<file path="src/rtl/max_scan.sv">
// Frame maximum scanner: tracks the largest unsigned sample of a framed stream and holds it
// until acknowledged. Define MAX_SCAN_INDEX_EN to also track the position of the maximum.
module max_scan (
  input  logic       clk,
  input  logic       master_rst_n,
  input  logic       global_rst,
  input  logic       start,
  input  logic [7:0] din,
  input  logic       din_valid,
  input  logic       din_last,
  output logic       din_ready,
  output logic [7:0] max_out,
  output logic [7:0] max_idx,
  output logic       max_valid,
  input  logic       max_ack,
  output logic       busy
);

  typedef enum logic [1:0] {StIdle, StScan, StHold} state_e;

  state_e state_q, state_d;

  logic       accept;
  logic       frame_open;
  logic       take;
  logic       first_q;
  logic [7:0] max_q;

  assign accept     = (state_q == StScan) && din_valid;
  assign frame_open = start && ((state_q == StIdle) || ((state_q == StHold) && max_ack));
  assign take       = accept && (first_q || (din > max_q));

  // State register
  always_ff @(posedge clk or negedge master_rst_n) begin
    if (!master_rst_n) begin
      state_q <= StIdle;
    end else if (global_rst) begin
      state_q <= StIdle;
    end else begin
      state_q <= state_d;
    end
  end

  // Next-state logic
  always_comb begin
    state_d = state_q;
    unique case (state_q)
      StIdle: begin
        if (start) state_d = StScan;
      end
      StScan: begin
        if (accept && din_last) state_d = StHold;
      end
      StHold: begin
        if (max_ack) state_d = start ? StScan : StIdle;
      end
      default: state_d = StIdle;
    endcase
  end

  // Output logic
  always_comb begin
    din_ready = (state_q == StScan);
    max_valid = (state_q == StHold);
    busy      = (state_q != StIdle);
  end

  // The first-sample flag makes the first accepted sample win unconditionally, which is
  // equivalent to clearing the running max while leaving the previous result visible.
  always_ff @(posedge clk or negedge master_rst_n) begin
    if (!master_rst_n) begin
      first_q <= 1'b0;
      max_q   <= 8'h00;
    end else if (global_rst) begin
      first_q <= 1'b0;
      max_q   <= 8'h00;
    end else begin
      if (frame_open) begin
        first_q <= 1'b1;
      end else if (accept) begin
        first_q <= 1'b0;
      end
      if (take) begin
        max_q <= din;
      end
    end
  end

  assign max_out = max_q;

`ifdef MAX_SCAN_INDEX_EN
  logic [7:0] cnt_q;
  logic [7:0] idx_q;

  // Counter wraps naturally at 8 bits, so long frames report index modulo 256.
  always_ff @(posedge clk or negedge master_rst_n) begin
    if (!master_rst_n) begin
      cnt_q <= 8'h00;
      idx_q <= 8'h00;
    end else if (global_rst) begin
      cnt_q <= 8'h00;
      idx_q <= 8'h00;
    end else begin
      if (frame_open) begin
        cnt_q <= 8'h00;
      end else if (accept) begin
        cnt_q <= cnt_q + 8'h01;
      end
      if (take) begin
        idx_q <= cnt_q;
      end
    end
  end

  assign max_idx = idx_q;
`else
  assign max_idx = 8'h00;
`endif

endmodule
</file>
<file path="config.mk">
export PLATFORM = sky130hd
export DESIGN_NAME = max_scan
export DESIGN_NICKNAME = d
export VERILOG_FILES = /design/src/rtl/max_scan.sv
export SDC_FILE = /design/constraint.sdc
export NUM_CORES = 1
export LEC_CHECK = 0
export ABC_AREA = 1
export CAP_MARGIN = 15
export CORE_MARGIN = 1
export CORE_UTILIZATION = 47
export CTS_BUF_LIST = sky130_fd_sc_hd__clkbuf_4
export CTS_CLUSTER_DIAMETER = 120
export DETAILED_ROUTE_END_ITERATION = 8
export PLACE_DENSITY = 0.87
export SYNTH_ARGS = -nofsm -noshare
export SYNTH_HDL_FRONTEND = slang
export SYNTH_SLANG_ARGS = --single-unit
</file>
<file path="constraint.sdc">
create_clock -name clk -period 3.2 [get_ports clk]
set_input_delay 0.96 -clock clk [delete_from_list [all_inputs] [get_ports clk]]
set_output_delay 0.96 -clock clk [all_outputs]
set_load 0.02 [all_outputs]
</file>
==> flow_metrics.py, run 1 <==
metrics = {
    "setup_path": {
        "reg2reg_from": "max_out[3]",
        "path_class": "flop to output port",
        "cp-start-kind": "flop",
        "r2r_slack_ns": 1.58,
        "regToRegEndpoint": "max_out[5]",
        "cp-end-kind": "output port",
        "cp.arrival_ns": 1.47,
        "r2r_cells": 13,
        "required_ns": 2.24,
        "critPathMaxFanout": 3,
    },
    "floorplanning": {
        "die_y_um": 43.5,
        "ios": 34,
        "core_area_um2": 1560,
        "num_rows": 14,
        "start_util": 0.519,
        "die_area_um2": 1890,
        "die_x_um": 43.5,
    },
    "clocking": {
        "root_buffer": "clkbuf_4",
        "cts_resized": 0,
        "cts.clk_slew.worst_paths_ns": 0.07,
        "post_cts_buffers": 0,
        "numCtsBuffers": 3,
        "cts_max_level": 1,
        "worstSkewPairLatency_ns": 0.27,
        "hold_buffers": 0,
        "clockBufferDepth": 2,
        "clock-sinks": 11,
        "cts_tree": "done",
    },
    "timing": {
        "worst_pin_slew_ns": 0.533,
        "worst_clock_skew_ns": 0.00298,
        "fmax_mhz": 412,
        "slew_headroom": 0.644,
        "grt_setup_unrepaired": "false",
        "maxSlewViolCount": 0,
        "finalHoldViolCount": 0,
        "min_period_ns": 2.43,
        "setup_viol": 0,
        "tns_ns": 0,
        "finalCritPeriodShare": 0.759,
        "whs_ns": 0.518,
    },
    "drt": {
        "via_per_inst": 5.13,
        "routedWlPerCell_um": 11.3,
        "vias": 734,
        "wirelength_um": 1610,
        "drt-pass1-iter-count": 8,
        "drtIter0Drc": 20,
        "drc": 4,
        "ant_nets": 0,
    },
    "flow_run": {
        "cap_violations": 0,
    },
    "hold_path": {
        "hold_depth": 2,
        "worstHoldEndpoint": "max_out[4]",
        "hp-class": "flop to flop",
        "min_from": "max_out[4]",
    },
    "logic_synthesis": {
        "synth_area_um2": 810,
        "synthCells": 101,
        "ys_seq_elements": 11,
        "synth_cell_types": 21,
        "yosysWarnings": 0,
        "syn_area_per_cell_um2": 8.02,
        "ys_seq_area_frac": 0.340,
    },
    "status": {
        "status": "finished with violations",
        "violations": "DRC",
    },
    "placement": {
        "hpwl_um": 1230,
        "portBuffers": 25,
        "gp_congestion": 0.803,
        "placed_cells": 139,
    },
    "power": {
        "power_leakage_nw": 0.531,
        "ir_drop_uv": 187,
        "p_per_area_nw_per_um2": 360,
    },
    "grt": {
        "antenna_found_initial": 0,
        "grt.overflow.total": 0,
        "grt_max_degree": 19,
        "grt_pass1_vias": 646,
        "grtUsageTotal": 0.193,
        "grt_pass1_wl_um": 2720,
    },
    "final_layout": {
        "area_delta_synth_final_pct": 29.8,
        "layout-drive-gt1-share": 0.0787,
        "insertedDiodeCount": 0,
        "stdcell_count": 143,
        "nets": 151,
    },
}
[report_power, final]
group | total [mW] | switching [mW] | internal (mW)
combinational | 0.120 | 0.0698 | 0.0506
clock | 0.105 | 0.0479 | 0.0567
sequential | 0.153 | 0.00573 | 0.147
total | 0.378 | 0.123 | 0.255
[registers in the layout, indices dropped and copies added, names as in the netlist]
name / flops
max_out: 8
first_q: 1
state_q: 2
[stage by stage]
stage | cell area [um2] | worst slack [ns] | power [mW] | utilization
6_report | 1050 | 0.771 | 0.378 | 0.674
5_1_grt | 1050 | 0.701 | 0.405 | 0.674
4_1_cts | 1050 | 0.773 | 0.382 | 0.674
3_5_place_dp | 1020 | 0.578 | 0.276 | 0.655
3_3_place_gp | 1020 | 0.614 | 0.273 | 0.655
2_1_floorplan | 836 | 1.21 | 0.235 | -
[area by class of cell]
type | instances | area [um2]
Multi-Input combinational cell | 70 | 412
Sequential cell | 11 | 275
Timing Repair Buffer | 25 | 250
Fill cell | 136 | 508
Tap cell | 16 | 20.0
Inverter | 17 | 63.8
Clock buffer | 4 | 30.0
[worst max-delay path by stage]
stage               start         end  slack (ns)  cells after the start
2_1_floorplan      din[7]  max_out[4]        1.21                      9
3_3_place_gp       din[7]  max_out[0]        0.61                     11
3_5_place_dp       din[7]  max_out[5]        0.58                     11
4_1_cts        state_q[0]   din_ready        0.77                      3
5_1_grt        state_q[0]   din_ready        0.70                      3
6_report       state_q[0]   din_ready        0.77                      3
[cell usage after synthesis]
master / n / area, um2
ha_1: 8 / 100
nand2_2: 1 / 6.26
o31ai_1: 1 / 7.51
buf_6: 1 / 11.3
clkinv_1: 1 / 3.75
nand4_1: 9 / 56.3
a21oi_1: 3 / 15.0
conb_1: 1 / 3.75
buf_4: 8 / 60.1
nor2_1: 3 / 11.3
dfrtp_1: 11 / 275
a21o_1: 1 / 7.51
nand2_4: 2 / 22.5
o2111ai_1: 1 / 8.76
nand3_2: 1 / 10.0
nand3_1: 8 / 40.0
and3_2: 1 / 7.51
clkbuf_8: 1 / 13.8
inv_1: 16 / 60.1
nor2_2: 1 / 6.26
nand2_1: 22 / 82.6
[critical path, stage by stage, from the launching register on]
cell and delay, ns:
dfrtp_1 0.37, inv_1 0.07, nor2_1 0.13, clkdlybuf4s50_1 0.63
[layer usage]
layer | up-vias | global-route usage | wire [um]
met1 | 342 | 0.247 | 734
met5 | - | 0 | 0
met2 | 27 | 0.330 | 788
li1 | 365 | - | -
met4 | 0 | 0.0563 | 0
met3 | 0 | 0.0375 | 91
[cells by family after synthesis]
group           Yosys count  synth area share
compound gates            6            0.0479
buf+inv                  27             0.184
flops                    11             0.340
simple gates             48             0.300
other cells               1           0.00463
fa+ha+maj                 8             0.124
[cells in the final DEF (no fill, tap or decap), drive strengths merged]
cell / instances
conb: 8
inv: 16
nand4: 9
a21o: 1
dfrtp: 11
clkbuf: 4
o31ai: 1
a21oi: 3
and3: 1
ha: 8
clkdlybuf4s50: 25
clkinv: 1
nand3: 9
o2111ai: 1
nor2: 4
nand2: 25
Note: power is estimated with default switching activity, not from simulation.
==> run 2: changes to the inputs <==
--- a/config.mk
+++ b/config.mk
@@ -8,11 +8,11 @@
 export ABC_AREA = 1
 export CAP_MARGIN = 15
 export CORE_MARGIN = 1
-export CORE_UTILIZATION = 47
+export CORE_UTILIZATION = 39
 export CTS_BUF_LIST = sky130_fd_sc_hd__clkbuf_4
 export CTS_CLUSTER_DIAMETER = 120
 export DETAILED_ROUTE_END_ITERATION = 8
-export PLACE_DENSITY = 0.87
+export PLACE_DENSITY = 0.77
 export SYNTH_ARGS = -nofsm -noshare
 export SYNTH_HDL_FRONTEND = slang
 export SYNTH_SLANG_ARGS = --single-unit
==> constraint.sdc (replaced) <==
create_clock -name clk -period 1.99 [get_ports clk]
set_input_delay 0.597 -clock clk [delete_from_list [all_inputs] [get_ports clk]]
set_output_delay 0.597 -clock clk [all_outputs]
set_load 0.02 [all_outputs]
==> run 2 against run 1 <==
  * The run now ends clean
  * Largest cell class unchanged
  * Non-clock buffer count is 10 higher
  * Sequential share of layout area is 4.0 points lower
  * Via count is 6.9% higher
  * Sequential power is 61% higher
  * Combinational power is 89% higher
  * Clock skew hardly changed
  * Worst hold slack better by 0.0098 ns
  * Critical path depth is 2 lower
  * Global-route usage is 1.9 points lower
  * Largest power group unchanged
  * Total power is 69% higher
  * Critical path type unchanged
  * Flip-flop and latch count stayed put
  * Clock-buffer cell count stayed put
==> flow_metrics.py, run 2 (synthesis gave the netlist of run 1 again) <==
metrics = {
    "setup_path": {
        "crit_chain": "clkdlybuf4s50_1",
        "regToRegEndpoint": "max_out[2]",
        "r2r_slack_ns": 0.38,
        "max_stage_delay_ns": 0.62,
        "worstSetupPathDepth": 1,
        "cp-end-kind": "output port",
        "required_ns": 1.39,
        "endpoint": "max_out[3]",
        "crit_family": "buffers and inverters",
        "reg2reg_from": "max_out[3]",
        "crit_buf_inv": 1,
        "cp_slowest_cell": "clkdlybuf4s50_1",
        "cp.arrival_ns": 1.28,
        "r2r_cells": 13,
        "path_class": "flop to output port",
        "crit_start": "max_out[3]",
        "critPathMaxFanout": 3,
        "cp-start-kind": "flop",
    },
    "floorplanning": {
        "die_x_um": 47.6,
        "num_rows": 16,
        "ios": 34,
        "die_y_um": 47.6,
        "core_area_um2": 1960,
        "start_util": 0.413,
        "die_area_um2": 2260,
    },
    "clocking": {
        "cts.clk_slew.worst_paths_ns": 0.07,
        "cts_max_level": 1,
        "cts_tree": "done",
        "clock-sinks": 11,
        "clockBufferDepth": 2,
        "root_buffer": "clkbuf_4",
        "hold_buffers": 0,
        "worstSkewPairLatency_ns": 0.26,
        "numCtsBuffers": 3,
    },
    "final_layout": {
        "final.fill_count": 183,
        "postLayoutCoreUtil": 0.631,
        "area_delta_synth_final_pct": 53.0,
        "layout-drive-gt1-share": 0.203,
        "multiInputGateArea_um2": 490,
        "layout_commonest_cell": "nand2_1",
        "seq_area_um2": 275,
        "fin_area_um2": 1240,
        "mostFrequentLayoutCells": "nand2_1 (22), inv_1 (16), clkdlybuf4s50_1 (14)",
        "nets": 162,
        "insertedDiodeCount": 0,
        "largest_register_ffs": 8,
    },
    "grt": {
        "grtUsageTotal": 0.174,
        "antenna_found_initial": 0,
        "grt_max_degree": 18,
        "grt_pass1_vias": 669,
        "grt.overflow.total": 0,
        "grt_pass1_wl_um": 2700,
    },
    "placement": {
        "hpwl_um": 1370,
        "gp_congestion": 0.762,
        "dpl-instance-area_um2": 1110,
        "portBuffers": 25,
        "place_ws_ns": -0.257,
    },
    "drt": {
        "routedWlPerCell_um": 11.4,
        "via_per_inst": 4.76,
        "ant_nets": 0,
        "wirelength_um": 1880,
        "drt-pass1-iter-count": 4,
        "vias": 785,
        "drtIter0Drc": 24,
        "drc": 0,
    },
    "power": {
        "ir_drop_uv": 415,
        "sw_frac_of_total": 0.330,
        "power_leakage_nw": 0.678,
        "intPower_mw": 0.428,
        "power_frac_clock": 0.256,
        "p_seq_frac": 0.387,
        "p_per_area_nw_per_um2": 515,
        "combPwrFrac": 0.356,
        "p_switching_mw": 0.211,
    },
    "timing": {
        "timing.final.ws_setup_ns": 0.109,
        "worst_clock_skew_ns": 0.00299,
        "min_period_ns": 1.88,
        "finalHoldViolCount": 0,
        "grt_setup_unrepaired": "false",
        "setup_viol": 0,
        "fmax_mhz": 532,
        "maxSlewViolCount": 0,
        "finalCritPeriodShare": 0.945,
    },
    "status": {
        "status": "completed",
    },
    "flow_run": {
        "cap_violations": 0,
    },
    "hold_path": {
        "hp-class": "flop to flop",
    },
}
==> run 2: changes by cell type in the layout (fill, tap and decap cells not counted), sizes merged <==
cell / previous run / this run
nand2: 25 / 26
dlymetal6s2s: 0 / 9
dlygate4sd2: 0 / 2
clkdlybuf4s50: 25 / 14
buf: 0 / 10
==> run 2: worst min-delay path by stage <==
stage | start | to | slack, ns | depth (start not counted)
global placement | max_out[7] | max_out[7] | 0.52 | 2
finish | max_out[6] | max_out[6] | 0.53 | 2
floorplan | master_rst_n | first_q | 0.30 | 0
CTS | max_out[6] | max_out[6] | 0.54 | 2
detailed placement | max_out[6] | max_out[6] | 0.52 | 2
global route | max_out[6] | max_out[6] | 0.56 | 2
==> run 2: through the flow <==
stage	hold slack [ns]	total power, mW	std cells	setup TNS, ns
5_1_grt	0.560	0.685	165	0
3_3_place_gp	0.517	0.455	160	-1.68
3_5_place_dp	0.523	0.460	160	-1.95
4_1_cts	0.539	0.625	164	0
6_report	0.528	0.638	165	0
2_1_floorplan	0.301	0.378	108	0
==> run 2: layout make-up <==
type | instances | area share
multi-input cells | 71 | 0.396
repair buffers | 35 | 0.279
flip-flops and latches | 11 | 0.222
inverters | 17 | 0.0515
well taps | 27 | 0.0273
clock buffers | 4 | 0.0242
==> run 2: layer usage <==
layer,share of wire,GRT usage,vias up
met1,0.43,0.235,361
li1,-,-,392
met5,0,0,-
met4,0,0.0722,0
met2,0.52,0.271,32
met3,0.053,0.0340,0
==> run 2: timing repair <==
action / CTS / global route
endpoints found under the setup margin: 2 / 9
buffers inserted: 0 / 0
pin swaps: 0 / 7
cloned: 0 / 1
endpoints found under the hold margin: 0 / 0
gates resized for setup: 2 / 17
==> run 2: power by group through the flow <==
stage	Clock [mW]	Combinational (mW)	Sequential (mW)
6_report	0.164	0.227	0.247
4_1_cts	0.170	0.208	0.247
5_1_grt	0.184	0.252	0.249
3_3_place_gp	0	0.204	0.251
3_5_place_dp	0	0.209	0.251
2_1_floorplan	0	0.119	0.259
==> run 3: changes to the inputs <==
--- a/config.mk
+++ b/config.mk
@@ -8,11 +8,13 @@
 export ABC_AREA = 1
 export CAP_MARGIN = 15
 export CORE_MARGIN = 1
-export CORE_UTILIZATION = 39
+export CORE_UTILIZATION = 58
 export CTS_BUF_LIST = sky130_fd_sc_hd__clkbuf_4
 export CTS_CLUSTER_DIAMETER = 120
 export DETAILED_ROUTE_END_ITERATION = 8
-export PLACE_DENSITY = 0.77
+export DONT_BUFFER_PORTS = 1
+export PLACE_DENSITY_LB_ADDON = 0.08
+export SLEW_MARGIN = 20
 export SYNTH_ARGS = -nofsm -noshare
 export SYNTH_HDL_FRONTEND = slang
 export SYNTH_SLANG_ARGS = --single-unit
==> run 3 against run 2 <==
  * Sequential power rose by 2%
  * Clock power barely moved
  * Total power fell by 14%
  * Fmax increased by 10%
  * Non-clock buffer count down 32
  * Critical path type is now flop to flop
  * Critical endpoint is now max_out[7]
  * Largest power group unchanged
  * Highest routed layer unchanged
==> flow_metrics.py, run 3 (synthesis gave the netlist of run 1 again) <==
metrics = {
    "timing": {
        "timing.final.ws_setup_ns": 0.286,
        "maxSlewViolCount": 0,
        "tns_ns": 0,
        "finalCritPeriodShare": 0.856,
        "worst_clock_skew_ns": 0.00562,
        "fmax_mhz": 587,
        "finalHoldViolCount": 0,
        "grt_setup_unrepaired": "false",
        "setup_viol": 0,
        "min_period_ns": 1.70,
    },
    "flow_run": {
        "cap_violations": 0,
    },
    "floorplanning": {
        "ios": 34,
        "die_area_um2": 1550,
        "start_util": 0.622,
        "die_y_um": 39.4,
        "die_x_um": 39.4,
        "core_area_um2": 1300,
        "num_rows": 13,
    },
    "grt": {
        "grt_max_degree": 19,
        "grt_pass1_wl_um": 2480,
        "grt.overflow.total": 0,
        "grtUsageTotal": 0.236,
        "antenna_found_initial": 0,
        "grt_pass1_vias": 640,
    },
    "clocking": {
        "cts_resized": 0,
        "post_cts_buffers": 0,
        "root_buffer": "clkbuf_4",
        "cts_tree": "done",
        "worstSkewPairLatency_ns": 0.26,
        "clock-sinks": 11,
        "cts.clk_slew.worst_paths_ns": 0.08,
        "cts_max_level": 1,
        "hold_buffers": 0,
        "numCtsBuffers": 3,
        "clockBufferDepth": 2,
    },
    "final_layout": {
        "insertedDiodeCount": 0,
        "multiInputGateArea_um2": 412,
        "seq_area_um2": 275,
        "postLayoutCoreUtil": 0.632,
        "mostFrequentLayoutCells": "nand2_1 (22), inv_1 (16), dfrtp_1 (11)",
        "largest_register_ffs": 8,
        "layout_commonest_cell": "nand2_1",
        "area_delta_synth_final_pct": 1.55,
        "nets": 129,
        "layout-drive-gt1-share": 0.124,
        "fin_area_um2": 822,
        "final.fill_count": 140,
    },
    "setup_path": {
        "path_common_cell": "nand2_1",
        "max_stage_delay_ns": 0.48,
        "cp_slowest_cell": "dfrtp_1",
        "cp-end-kind": "flop",
        "required_ns": 2.14,
        "crit_chain": "inv_1, ha_1, nand2_1, a21oi_1, nor2_1, nand2_1, nand2_2, nand2_4, nand2_4, nand3_1, nand2_1",
        "cp.arrival_ns": 1.86,
        "path_class": "flop to flop",
        "critPathMaxFanout": 9,
        "cp-start-kind": "flop",
    },
    "drt": {
        "vias": 638,
        "wirelength_um": 1440,
        "drtIter0Drc": 4,
        "drc": 0,
        "drt-pass1-iter-count": 3,
        "ant_nets": 0,
        "via_per_inst": 5.32,
        "routedWlPerCell_um": 12.0,
    },
    "hold_path": {
        "hp-class": "primary input to async pin",
    },
    "power": {
        "ir_drop_uv": 505,
        "power_leakage_nw": 0.454,
        "p_per_area_nw_per_um2": 665,
    },
    "placement": {
        "dpl-instance-area_um2": 792,
        "hpwl_um": 1160,
        "portBuffers": 0,
        "gp_congestion": 0.777,
        "place_ws_ns": 0.189,
    },
    "status": {
        "status": "completed",
    },
}
## run 3: changes by cell type in the layout (fill, tap and decap cells not counted), sizes merged
cell / previous run / this run
dlymetal6s2s: 9 / 0
nand2: 26 / 25
buf: 10 / 3
dlygate4sd2: 2 / 0
clkdlybuf4s50: 14 / 0
## run 3: worst paths after layout
path                         startpoint  depth (start not counted)  slack, ns          to
setup / recovery             max_out[6]                         11       0.29  max_out[7]
hold / removal             master_rst_n                          0       0.02  max_out[4]
setup reg to reg             max_out[6]                         11       0.29  max_out[7]
hold reg to reg                 first_q                          2       0.61     first_q
max in group asynchronous  master_rst_n                          0       1.90  max_out[3]
min in group clk             global_rst                          1       0.39  state_q[1]
## run 3: power breakdown
part / total [mW] / switching [mW] / leakage, nW / internal [mW]
clock: 0.167 / 0.0755 / 0.0184 / 0.0910
combinational: 0.127 / 0.0886 / 0.286 / 0.0380
sequential: 0.253 / 0.0164 / 0.150 / 0.237
total: 0.547 / 0.180 / 0.454 / 0.366
## run 3: area by class of cell
type	count	share of cell area
flip-flops and latches	11	0.335
multi-input cells	70	0.501
well taps	15	0.0228
inverters	17	0.0776
clock buffers	4	0.0365
repair buffers	3	0.0274
## run 3: routing by layer
layer	global-route usage	routed length, um	part of all wire	vias to the layer above
li1	-	-	-	323
met1	0.285	611	0.42	293
met2	0.417	716	0.50	22
met3	0.0795	110	0.076	0
met4	0.0259	0	0	0
met5	0	0	0	-
## run 3: metrics by stage
stage	hold slack (ns)	instances	power [mW]
floorplan	0.301	108	0.378
global placement	0.302	116	0.382
detailed placement	0.302	116	0.386
CTS	0.0118	120	0.554
global route	0.00103	120	0.586
finish	0.0168	120	0.547
## run 3: worst max-delay path, delay by kind of cell, from the launching register on
family	cells	cell delay, ns
DFF	1	0.48
adders and majority gates	1	0.27
and+or+nand+nor	8	0.63
AOI/OAI and AO/OA	1	0.14
buffers and inverters	1	0.07
